==> config.mk <==
export PLATFORM = sky130hd
export DESIGN_NAME = universal_shift_register
export DESIGN_NICKNAME = d
export VERILOG_FILES = /design/src/rtl/usr_pkg.sv /design/src/rtl/usr_shift_step.sv /design/src/rtl/universal_shift_register.sv
export SDC_FILE = /design/constraint.sdc
export NUM_CORES = 1
export LEC_CHECK = 0
export CORE_ASPECT_RATIO = 0.9
export CORE_MARGIN = 2
export CORE_UTILIZATION = 40
export CTS_BUF_LIST = sky130_fd_sc_hd__clkbuf_8
export DETAILED_ROUTE_END_ITERATION = 16
export PLACE_DENSITY_LB_ADDON = 0.12
export SYNTH_ARGS = -nofsm -noshare
export SYNTH_HDL_FRONTEND = slang
export SYNTH_HIERARCHICAL = 1
export SYNTH_SLANG_ARGS = --single-unit
export TNS_END_PERCENT = 10
==> constraint.sdc <==
create_clock -name clk -period 4.4 [get_ports clk]
set_input_delay 0.88 -clock clk [delete_from_list [all_inputs] [get_ports clk]]
set_output_delay 0.88 -clock clk [all_outputs]
set_load 0.005 [all_outputs]
==> src/rtl/usr_pkg.sv <==
// Shared types for the universal shift register:
// operation codes and controller states.
package usr_pkg;

   typedef enum logic [2:0] {
      M_HOLD  = 3'd0,
      M_LOAD  = 3'd1,
      M_SHL   = 3'd2,
      M_SHR   = 3'd3,
      M_ROL   = 3'd4,
      M_ROR   = 3'd5,
      M_ASR   = 3'd6,
      M_CLEAR = 3'd7
   } mode_e;

   typedef enum logic {
      IDLE  = 1'b0,
      SHIFT = 1'b1
   } state_e;

endpackage

==> src/rtl/usr_shift_step.sv <==
// One single-bit shift step: next word plus the bit that
// falls off the end. Non-shift modes pass the word through.
module usr_shift_step
   import usr_pkg::*;
#(
   parameter int DATA_WIDTH = 8
) (
   input  logic [DATA_WIDTH-1:0] r,
   input  mode_e                 mode,
   input  logic                  serial_in,
   output logic [DATA_WIDTH-1:0] r_next,
   output logic                  out_bit
);

   localparam int W = DATA_WIDTH;

   always_comb begin
      r_next  = r;
      out_bit = 1'b0;
      unique case (mode)
         M_SHL: begin
            r_next  = {r[W-2:0], serial_in};
            out_bit = r[W-1];
         end
         M_SHR: begin
            r_next  = {serial_in, r[W-1:1]};
            out_bit = r[0];
         end
         M_ROL: begin
            r_next  = {r[W-2:0], r[W-1]};
            out_bit = r[W-1];
         end
         M_ROR: begin
            r_next  = {r[0], r[W-1:1]};
            out_bit = r[0];
         end
         M_ASR: begin
            r_next  = {r[W-1], r[W-1:1]};
            out_bit = r[0];
         end
         default: begin
            r_next  = r;
            out_bit = 1'b0;
         end
      endcase
   end

endmodule

==> src/rtl/universal_shift_register.sv <==
// Loadable word register with serial I/O and multi-cycle
// shift/rotate operations under a start/busy/done handshake.
module universal_shift_register
   import usr_pkg::*;
#(
   parameter int DATA_WIDTH = 8,
   parameter int CNT_WIDTH  = $clog2(DATA_WIDTH + 1)
) (
   input  logic                  clk,
   input  logic                  reset,
   input  logic                  start,
   input  logic [2:0]            mode,
   input  logic [CNT_WIDTH-1:0]  shift_amt,
   input  logic [DATA_WIDTH-1:0] parallel_in,
   input  logic                  serial_in,
   output logic [DATA_WIDTH-1:0] parallel_out,
   output logic                  serial_out,
   output logic                  busy,
   output logic                  done
);

   localparam logic [CNT_WIDTH-1:0] MAX_AMT = CNT_WIDTH'(DATA_WIDTH);
   localparam logic [CNT_WIDTH-1:0] ONE     = CNT_WIDTH'(1);

   state_e                state;
   mode_e                 mode_q;
   mode_e                 mode_in;
   logic [CNT_WIDTH-1:0]  cnt;
   logic [CNT_WIDTH-1:0]  amt_n;
   logic [DATA_WIDTH-1:0] step_r;
   logic                  step_bit;

   assign mode_in = mode_e'(mode);
   assign amt_n   = (shift_amt > MAX_AMT) ? MAX_AMT : shift_amt;

   usr_shift_step #(
      .DATA_WIDTH (DATA_WIDTH)
   ) u_step (
      .r         (parallel_out),
      .mode      (mode_q),
      .serial_in (serial_in),
      .r_next    (step_r),
      .out_bit   (step_bit)
   );

   always_ff @(posedge clk or negedge reset) begin
      if (!reset) begin
         state        <= IDLE;
         mode_q       <= M_HOLD;
         cnt          <= '0;
         parallel_out <= '0;
         serial_out   <= 1'b0;
         busy         <= 1'b0;
         done         <= 1'b0;
      end else begin
         done <= 1'b0;
         unique case (state)
            IDLE: begin
               if (start) begin
                  unique case (mode_in)
                     M_HOLD: done <= 1'b1;
                     M_LOAD: begin
                        parallel_out <= parallel_in;
                        done         <= 1'b1;
                     end
                     M_CLEAR: begin
                        parallel_out <= '0;
                        done         <= 1'b1;
                     end
                     default: begin
                        // zero-length shifts finish like a hold
                        if (amt_n == '0) begin
                           done <= 1'b1;
                        end else begin
                           mode_q <= mode_in;
                           cnt    <= amt_n;
                           busy   <= 1'b1;
                           state  <= SHIFT;
                        end
                     end
                  endcase
               end
            end
            SHIFT: begin
               parallel_out <= step_r;
               serial_out   <= step_bit;
               cnt          <= cnt - ONE;
               if (cnt == ONE) begin
                  busy  <= 1'b0;
                  done  <= 1'b1;
                  state <= IDLE;
               end
            end
            default: state <= IDLE;
         endcase
      end
   end

endmodule

### Yosys cells after proc, flatten, opt, wreduce, memory -nomap -nowiden

Cells that the tools add are included.

| word-level totals | value |
|---|---|
| bits of input ports | 19 |
| register bits | 19 |
| output and inout port bits | 11 |
| logic and storage cells | 64 |

| cells by class | value |
|---|---|
| mux-type cells | 25 |
| eq/ne operators | 16 |
| order comparisons | 1 |
| add/sub/neg operators | 1 |
| bitwise logic cells | 3 |
| reduce and logical (&&, ||, !) cells | 10 |

Operators by type and width:

| kind | count |
|---|---|
| $pmux 8 s5 | 1 |
| $pmux 8 s2 | 2 |
| $mux 4 | 4 |
| $eq 3x3->1 const B | 4 |
| $mux 1 | 12 |
| $reduce_and 4->1 | 3 |
| $mux 8 | 1 |
| $ne 2x2->1 const B | 4 |
| $pmux 1 s2 | 4 |
| $pmux 4 s2 | 1 |
| $eq 3x2->1 const B | 2 |
| $ne 6x1->1 const B | 1 |
| $reduce_and 3->1 | 2 |
| $reduce_or 3->1 | 2 |
| $ne 5x1->1 const B | 1 |
| $eq 4x1->1 const B | 1 |
| $gt 4x4->1 const B | 1 |
| $logic_not 4->1 | 1 |
| $sub 4x1->4 const B | 1 |
| $eq 3x1->1 const B | 1 |
| $logic_not 3->1 | 1 |
| $ne 3x1->1 const B | 1 |
| $not 1->1 | 3 |
| $ne 2x1->1 const B | 1 |
| $reduce_or 2->1 | 1 |

### Logic depth before layout (Yosys ltp)

Gate-level depths: netlist of run 1.

| depth | value |
|---|---|
| word-level depth | 7 |
| depth in mapped cells | 7 |
| gate-level depth less buffers | 5 |

### Cells and area by module

Netlist of run 1, hierarchy kept.

By module, submodules not included:

| module | area each (µm²) | seq. area each (µm²) | cells each | instances |
|---|---|---|---|---|
| universal_shift_register | 915.9 | 475.5 | 74 | 1 |
| usr_shift_step | 362.8 | 0.0 | 48 | 1 |

### Worst setup path before layout of run 1

Ideal clock, no wire load.

| timing | value |
|---|---|
| path type | input-to-reg |
| from | in mode[2] |
| to | reg cnt[1] |
| stages on the path | 3 |
| setup time | 126 ps |
| data arrival time | 1809 ps |
| setup slack | 2465 ps |
| cells stage by stage | and3_4 o41a_1 a221o_1 |

| on the way | value |
|---|---|
| longest elaborated chain between the ends | 4 |
| elaborated cells between the ends (all ways) | 6 |
| classes of those cells | eq/ne (3); reduce/logical (3) |

RTL lines:

| item | line | text |
|---|---|---|
| start, declared | universal_shift_register.sv:12 | `input logic [2:0] mode,` |
| $eq 3x3->1, or another cell as far along | universal_shift_register.sv:60 | `unique case (mode_in)` |
| $reduce_or 3->1 (no line) (*) | n/a |  |
| $ne 2x2->1 (no line) (*) | n/a |  |
| $reduce_and 3->1 (no line) (*) | n/a |  |
| end signal, assigned | universal_shift_register.sv:76 | `cnt <= amt_n;` |
| end signal, assigned | universal_shift_register.sv:87 | `cnt <= cnt - ONE;` |
| end, declared | universal_shift_register.sv:28 | `logic [CNT_WIDTH-1:0] cnt;` |

Mark *: on every way between the ends. The rest lies on a longest branch, timed or not.
A chain may end at the register's enable or synchronous reset.

### Worst setup path in the final report of run 1

Ends and elaborated chain as after synthesis.

==> qor.txt, run 1 <==
FLOORPLAN
----------------------------------------------------------------------------------
Core area ...........................................................    3043 um^2
Width of the die ....................................................     63.60 um
Top Ports ...........................................................           30
Placement row count .................................................           19
Die span in y .......................................................     57.64 um
Initial Util ........................................................       0.4202
Area of the die .....................................................    3666 um^2

SYNTHESIS
----------------------------------------------------------------------------------
Synth Register Bits .................................................           19
Share of async-settable or async-resettable flops after synthesis ...        1.000
Portion of the post-synthesis area used by sequential elements ......       0.3718
Count of warnings emitted by yosys ..................................            6
Avg Inst Size Synth .................................................   10.48 um^2
Net count of the mapped netlist .....................................          143
Unique masters post-synth ...........................................           43
Count of flip-flops with a built-in enable after synthesis ..........            0
Dominant synthesized flop cell ......................................      dfrtp_1
Number of instances in the synthesized netlist ......................          122
Cell area after synthesis ...........................................    1279 um^2

PLACE
----------------------------------------------------------------------------------
HPWL reported at the end of detailed placement ......................     2.155 mm
Number of port buffers ..............................................           29
Placer's final routability congestion estimate ......................       0.7860

CRITICAL PATH
----------------------------------------------------------------------------------
Worst path required time ............................................      4540 ps
Type of destination of the critical path ............................         flop
Start point of the critical path ....................................      mode[2]
R2r worst-path depth ................................................            5
Critical register-to-register path startpoint ....................... mode_q[1]$_DFFE_PN0P_
Crit path launch type ............................................... primary input
Last element of the critical path ................................... cnt[1]$_DFFE_PN0P_
FF-to-FF End ........................................................ parallel_out[7]$_DFFE_PN0P_
Data arrival time of the critical path ..............................      2420 ps
Category of the most critical setup path ............................    in -> reg
Setup slack, reg-to-reg .............................................      2490 ps
Max FO, Critical Path ...............................................            5

MIN PATH
----------------------------------------------------------------------------------
Worst Hold Path Cells ...............................................            1
Class of the worst hold path ........................................   reg -> reg

CLOCKING
----------------------------------------------------------------------------------
CTS resizes .........................................................            0
CTS clk-pin slew, worst paths .......................................        70 ps
Clock network latency to the later pin of the worst-skew pair .......       260 ps
Clock buffer depth ..................................................            2
Clock Sinks .........................................................           19
Hold buffers post-CTS ...............................................            0
CTS tree ............................................................         done
Cell at the root of the clock tree ..................................     clkbuf_8
Maximum level of the CTS H-tree .....................................            1
Buffers inserted during post-CTS setup optimization .................            0
Num CTS Buffers .....................................................            3

TIMING
----------------------------------------------------------------------------------
Max Transition Viols Final ..........................................            0
Final hold violation count ..........................................            0
Transition at the pin with the smallest max-transition slack ........     845.7 ps
RSZ-0062 raised after global routing ................................           no
Slew headroom .......................................................       0.4344
Total Negative Setup Slacks .........................................         0 ps
Clock skew ..........................................................     7.991 ps
Fin crit share ......................................................       0.5184
Setup violators final ...............................................            0
Post-layout min period ..............................................      2281 ps
Achievable frequency ................................................    438.4 MHz

ROUTE
----------------------------------------------------------------------------------
Routed length per instance ..........................................     15.45 um
DRC violation count after routing ...................................            0
1st-iter DRT viols ..................................................           46
Routed via count ....................................................         1089
Aggregate routed wire length ........................................     2.951 mm
Final antenna-violating net count ...................................            0
Total iterations of the first detailed-routing run ..................            4
Drt via density .....................................................        5.702

FLOW RUN
----------------------------------------------------------------------------------
Max Cap Viol ........................................................            0

PWR
----------------------------------------------------------------------------------
Total leakage power .................................................    0.6589 nW
Post-layout total power .............................................     1.076 mW
Maximum ir drop on the vdd rail .....................................  0.0004211 V
Areal power density over the cells .................................. 662.8 nW/um^2

GLOBAL ROUTING
----------------------------------------------------------------------------------
Via count of the first global-routing pass ..........................          952
Maximum number of pins on one net before global-route repair ........           20
Aggregate global routing overflow ...................................            0
All-layer global routing usage ......................................       0.1630
Antenna violations before repair ....................................            0
First-pass GRT wire length ..........................................     4.767 mm

CELLS AND AREA
----------------------------------------------------------------------------------
Share of final-layout standard cells stronger than drive strength 1 .       0.1141
Area growth syn-to-layout ...........................................       26.91%
Inserted Diodes .....................................................            0
Final net count .....................................................          171

OUTCOME
----------------------------------------------------------------------------------
Status ..............................................................    completed

how the worst min path moves through the flow:
| stage | from | endpoint |
|---|---|---|
| 6_report | busy$_DFFE_PN0P_ | busy$_DFFE_PN0P_ |
| 3_3_place_gp | busy$_DFFE_PN0P_ | busy$_DFFE_PN0P_ |
| 5_1_grt | busy$_DFFE_PN0P_ | busy$_DFFE_PN0P_ |
| 2_1_floorplan | busy$_DFFE_PN0P_ | busy$_DFFE_PN0P_ |
| 3_5_place_dp | busy$_DFFE_PN0P_ | busy$_DFFE_PN0P_ |
| 4_1_cts | busy$_DFFE_PN0P_ | busy$_DFFE_PN0P_ |
worst max-delay path: stages:
cell,delay (ps)
clkdlybuf4s50_1,480
and3_4,240
o41a_1,440
a221o_1,370
cell usage in the layout, fill, tap and decap left out, types with 2 or more instances in the layout:
cell | Yosys | final
nor2_1 | 8 | 8
o211ai_1 | 2 | 2
o21ai_0 | 3 | 3
xnor2_1 | 3 | 3
mux2i_1 | 7 | 7
nand3_1 | 2 | 2
nand2b_1 | 3 | 3
ha_1 | 2 | 2
clkbuf_8 | 0 | 3
a31oi_1 | 2 | 2
nand2_1 | 3 | 3
a21oi_1 | 2 | 2
o2111ai_1 | 2 | 2
and2_1 | 8 | 8
nor3_1 | 2 | 2
a221o_1 | 16 | 16
mux2_2 | 4 | 4
inv_1 | 6 | 6
clkdlybuf4s50_1 | 0 | 29
dfrtp_1 | 19 | 19
per-layer routing:
metal	routed length, um	vias to the layer above	share of wire	track usage
met4	10	0	0.0034	0.02795
met1	1445	524	0.49	0.2413
met3	173	2	0.059	0.04660
met5	0	-	0	0
met2	1322	34	0.45	0.2421
li1	-	529	-	-
registers in the layout, summed over array words and instances, names as in the netlist:
| register | cells |
|---|---|
| parallel_out | 8 |
| done | 1 |
| state | 1 |
| serial_out | 1 |
| busy | 1 |
| mode_q | 3 |
| cnt | 4 |
logic make-up (layout without fill, tap and decap cells):
logic type	after synthesis	in the layout	synth area share
AO/OA/AOI/OAI	34	34	0.2299
XOR/XNOR	5	5	0.04013
adder cells (fa/ha/maj)	2	2	0.01957
buffers and inverters	13	40	0.05577
flip-flops	19	19	0.3718
multiplexers	11	11	0.09002
AND/OR/NAND/NOR	38	38	0.1928
synth_stat cells (2+ instances only):
cell | n | area share
buf_4 | 2 | 0.012
nor3_1 | 2 | 0.0078
and2_1 | 8 | 0.039
o211ai_1 | 2 | 0.012
mux2i_1 | 7 | 0.055
ha_1 | 2 | 0.020
nand3_1 | 2 | 0.0078
nand2b_1 | 3 | 0.015
o21ai_0 | 3 | 0.012
a21oi_1 | 2 | 0.0078
clkbuf_1 | 2 | 0.0059
a221o_1 | 16 | 0.13
o2111ai_1 | 2 | 0.014
inv_1 | 6 | 0.018
nand2_1 | 3 | 0.0088
dfrtp_1 | 19 | 0.37
xnor2_1 | 3 | 0.021
buf_6 | 2 | 0.018
nor2_1 | 8 | 0.023
a31oi_1 | 2 | 0.0098
mux2_2 | 4 | 0.035
through the flow:
| stage | utilization | std cells | setup slack [ps] | hold WS (ps) | cell area, um^2 |
|---|---|---|---|---|---|
| 6_report | 0.5333 | 191 | 2119 | 485.0 | 1623 |
| 5_1_grt | 0.5333 | 191 | 2098 | 514.8 | 1623 |
| 4_1_cts | 0.5333 | 191 | 2129 | 492.2 | 1623 |
| 3_5_place_dp | 0.5181 | 187 | 1860 | 476.3 | 1577 |
| 3_3_place_gp | 0.5181 | 187 | 1884 | 463.1 | 1577 |
| 2_1_floorplan | - | 122 | 2465 | 474.0 | 1279 |
power breakdown:
part / internal (mW) / leakage, nW / switching, mW / total [mW]
logic: 0.328 / 0.396 / 0.219 / 0.547
clock network: 0.0630 / 0.0255 / 0.0589 / 0.122
registers: 0.251 / 0.238 / 0.156 / 0.407
layout make-up:
type	count	area, um^2
multi-input combinational	90	732.0
tap	42	52.55
sequential	19	475.5
clock buffer	3	41.29
inverter	7	26.28
fill	306	1420
timing repair buffer	29	290.3
clock inverter	1	5.005
(Power assumes the default switching activity.)
==> run 2: changes to the inputs <==
- clock period: 4.4 -> 2.25 ns (I/O delays scaled with it)
==> qor.txt, run 2 (same netlist as run 1, synthesis figures left out) <==
OUTCOME
----------------------------------------------------------------------------------
Status ..............................................................    completed

ROUTE
----------------------------------------------------------------------------------
1st-iter DRT viols ..................................................           50   +8.7%
Routed via count ....................................................         1117   +2.6%
Drt via density .....................................................        5.699   about the same
Final antenna-violating net count ...................................            0   unchanged
Routed length per instance ..........................................     15.38 um   -0.44%
Aggregate routed wire length ........................................     3.015 mm   +2.2%
Total iterations of the first detailed-routing run ..................            4   unchanged
DRC violation count after routing ...................................            0   unchanged

CRITICAL PATH
----------------------------------------------------------------------------------
Data arrival time of the critical path ..............................      2000 ps   -420 ps
Slowest cell delay on critical path .................................       770 ps   +290 ps
FF-to-FF End ........................................................ parallel_out[2]$_DFFE_PN0P_
Start point of the critical path .................................... mode_q[0]$_DFFE_PN0P_
Max FO, Critical Path ...............................................           18   +13
Critical register-to-register path startpoint ....................... mode_q[0]$_DFFE_PN0P_
Dominant cell type by count on the critical path ....................      a221o_1
Category of the most critical setup path ............................   reg -> reg
Worst path required time ............................................      2390 ps   -2150 ps
R2r worst-path depth ................................................            5   unchanged
Cell with the biggest individual delay on the critical path .........      dfrtp_1
Setup slack, reg-to-reg .............................................       390 ps   -2100 ps
Type of destination of the critical path ............................         flop
Last element of the critical path ................................... parallel_out[2]$_DFFE_PN0P_
Sequence of cells on the critical path .............................. mux2i_1 > nor2_1 > a221o_1 > and2_1 > a221o_1
Crit path launch type ...............................................         flop

CELLS AND AREA
----------------------------------------------------------------------------------
Max FFs per register ................................................            8   unchanged
Area growth syn-to-layout ...........................................       29.84%
Leading cell type in the layout, fill and taps excluded ............. clkdlybuf4s50_1
Area of all placed cells without fillers ............................    1660 um^2   +2.3%
Final net count .....................................................          176   +2.9%
Registers with the highest flip-flop counts ......................... parallel_out (8), cnt (4), mode_q (3)
Inserted Diodes .....................................................            0   unchanged
Commonest cells after routing, fill and taps aside .................. clkdlybuf4s50_1, dfrtp_1, a221o_1, nor2_1, and2_1
Share of final-layout standard cells stronger than drive strength 1 .       0.1429   +0.02876
Core utilization of the finished layout .............................       0.5456   +0.01234
Register containing the most flip-flops in the final layout ......... parallel_out

PWR
----------------------------------------------------------------------------------
Total leakage power .................................................    0.6831 nW   +3.7%
Post-layout total power .............................................     2.160 mW   +100%
Areal power density over the cells .................................. 1301 nW/um^2   +96%
Maximum ir drop on the vdd rail .....................................  0.0006690 V   +59%

GLOBAL ROUTING
----------------------------------------------------------------------------------
All-layer global routing usage ......................................       0.1816   +0.01857
Antenna violations before repair ....................................            0   unchanged
Aggregate global routing overflow ...................................            0   unchanged
Maximum number of pins on one net before global-route repair ........           20   unchanged
Met2 Resource Use GR ................................................       0.2707   +0.02857
First-pass GRT wire length ..........................................     5.147 mm   +8.0%
Global Route met1 Usage .............................................       0.2584   +0.01714
Busiest grt layer ...................................................         met2
Via count of the first global-routing pass ..........................         1024   +7.6%
Met3 global-route usage .............................................      0.05631   +0.009709

MIN PATH
----------------------------------------------------------------------------------
Class of the worst hold path ........................................   reg -> reg

CLOCKING
----------------------------------------------------------------------------------
Hold buffers post-CTS ...............................................            0   unchanged
CTS clk-pin slew, worst paths .......................................        70 ps   about the same
Clock buffer depth ..................................................            2   unchanged
Cell at the root of the clock tree ..................................     clkbuf_8
Clock network latency to the later pin of the worst-skew pair .......       250 ps   about the same
CTS resizes .........................................................            0   unchanged
Buffers inserted during post-CTS setup optimization .................            0   unchanged
Maximum level of the CTS H-tree .....................................            1   unchanged
CTS tree ............................................................         done
Clock Sinks .........................................................           19   unchanged
Num CTS Buffers .....................................................            3   unchanged

PLACE
----------------------------------------------------------------------------------
HPWL reported at the end of detailed placement ......................     2.244 mm   +4.1%
Area post-placement .................................................    1614 um^2   +2.4%
Number of port buffers ..............................................           29   unchanged
Placer's final routability congestion estimate ......................       0.7778   -1.0%

TIMING
----------------------------------------------------------------------------------
Post-layout min period ..............................................      1861 ps
RSZ-0062 raised after global routing ................................           no
Clock skew ..........................................................     2.315 ps   -5.675 ps
Final hold violation count ..........................................            0   unchanged
Transition at the pin with the smallest max-transition slack ........     663.0 ps   -182.8 ps
Setup violators final ...............................................            0   unchanged
Max Transition Viols Final ..........................................            0   unchanged
Achievable frequency ................................................    537.4 MHz
Total Negative Setup Slacks .........................................         0 ps   unchanged
Slew headroom .......................................................       0.5580   +0.1236
Fin crit share ......................................................       0.8270

FLOORPLAN
----------------------------------------------------------------------------------
Die span in y .......................................................     57.64 um   unchanged
Top Ports ...........................................................           30   unchanged
Placement row count .................................................           19   unchanged
Initial Util ........................................................       0.4202   unchanged
Width of the die ....................................................     63.60 um   unchanged
Core area ...........................................................    3043 um^2   unchanged
Area of the die .....................................................    3666 um^2   unchanged

FLOW RUN
----------------------------------------------------------------------------------
Max Cap Viol ........................................................            0   unchanged

[run 2: cell count changes in the layout (fill, tap and decap cells not counted), sizes merged]
cell	previous run	this run
buf	0	5
[run 2: final cells by class]
class	instances	area [um^2]
fillers	296	1383
multi-input cells	90	732.0
flip-flops and latches	19	475.5
repair buffers	34	327.8
well taps	42	52.55
clock buffers	3	41.29
inverters	7	26.28
clock inverters	1	5.005
[run 2: worst min-delay path by stage]
| stage | cells after the start | end | startpoint |
|---|---|---|---|
| 2_1_floorplan | 0 | busy$_DFFE_PN0P_ | reset |
| 3_3_place_gp | 1 | busy$_DFFE_PN0P_ | busy$_DFFE_PN0P_ |
| 3_5_place_dp | 1 | busy$_DFFE_PN0P_ | busy$_DFFE_PN0P_ |
| 4_1_cts | 1 | busy$_DFFE_PN0P_ | busy$_DFFE_PN0P_ |
| 5_1_grt | 1 | busy$_DFFE_PN0P_ | busy$_DFFE_PN0P_ |
| 6_report | 1 | busy$_DFFE_PN0P_ | busy$_DFFE_PN0P_ |
[run 2: per-stage QoR]
stage | hold slack, ps | setup WS [ps] | std cells
final | 486.6 | 389.2 | 196
after global routing | 520.8 | 277.4 | 196
after CTS | 495.7 | 390.4 | 196
after detailed placement | 477.0 | 126.9 | 192
after global placement | 470.8 | 172.9 | 192
after floorplan | 154.4 | 665.1 | 122
[run 2: power breakdown]
group          switching (mW)  total [mW]  internal (mW)
Sequential              0.228       0.720          0.493
Combinational           0.519        1.20          0.686
Clock                   0.111       0.234          0.123
[run 2: metal layers]
layer	vias up	wire (um)
met2	48	1385
li1	535	-
met3	2	250
met4	0	23
met5	-	0
met1	532	1356
[run 2: worst max-delay path: cells and delay by family, from the launching register on]
family          cells  cell delay, ps
compound gates      2             510
flops               1             770
mux                 1             260
simple gates        2             210
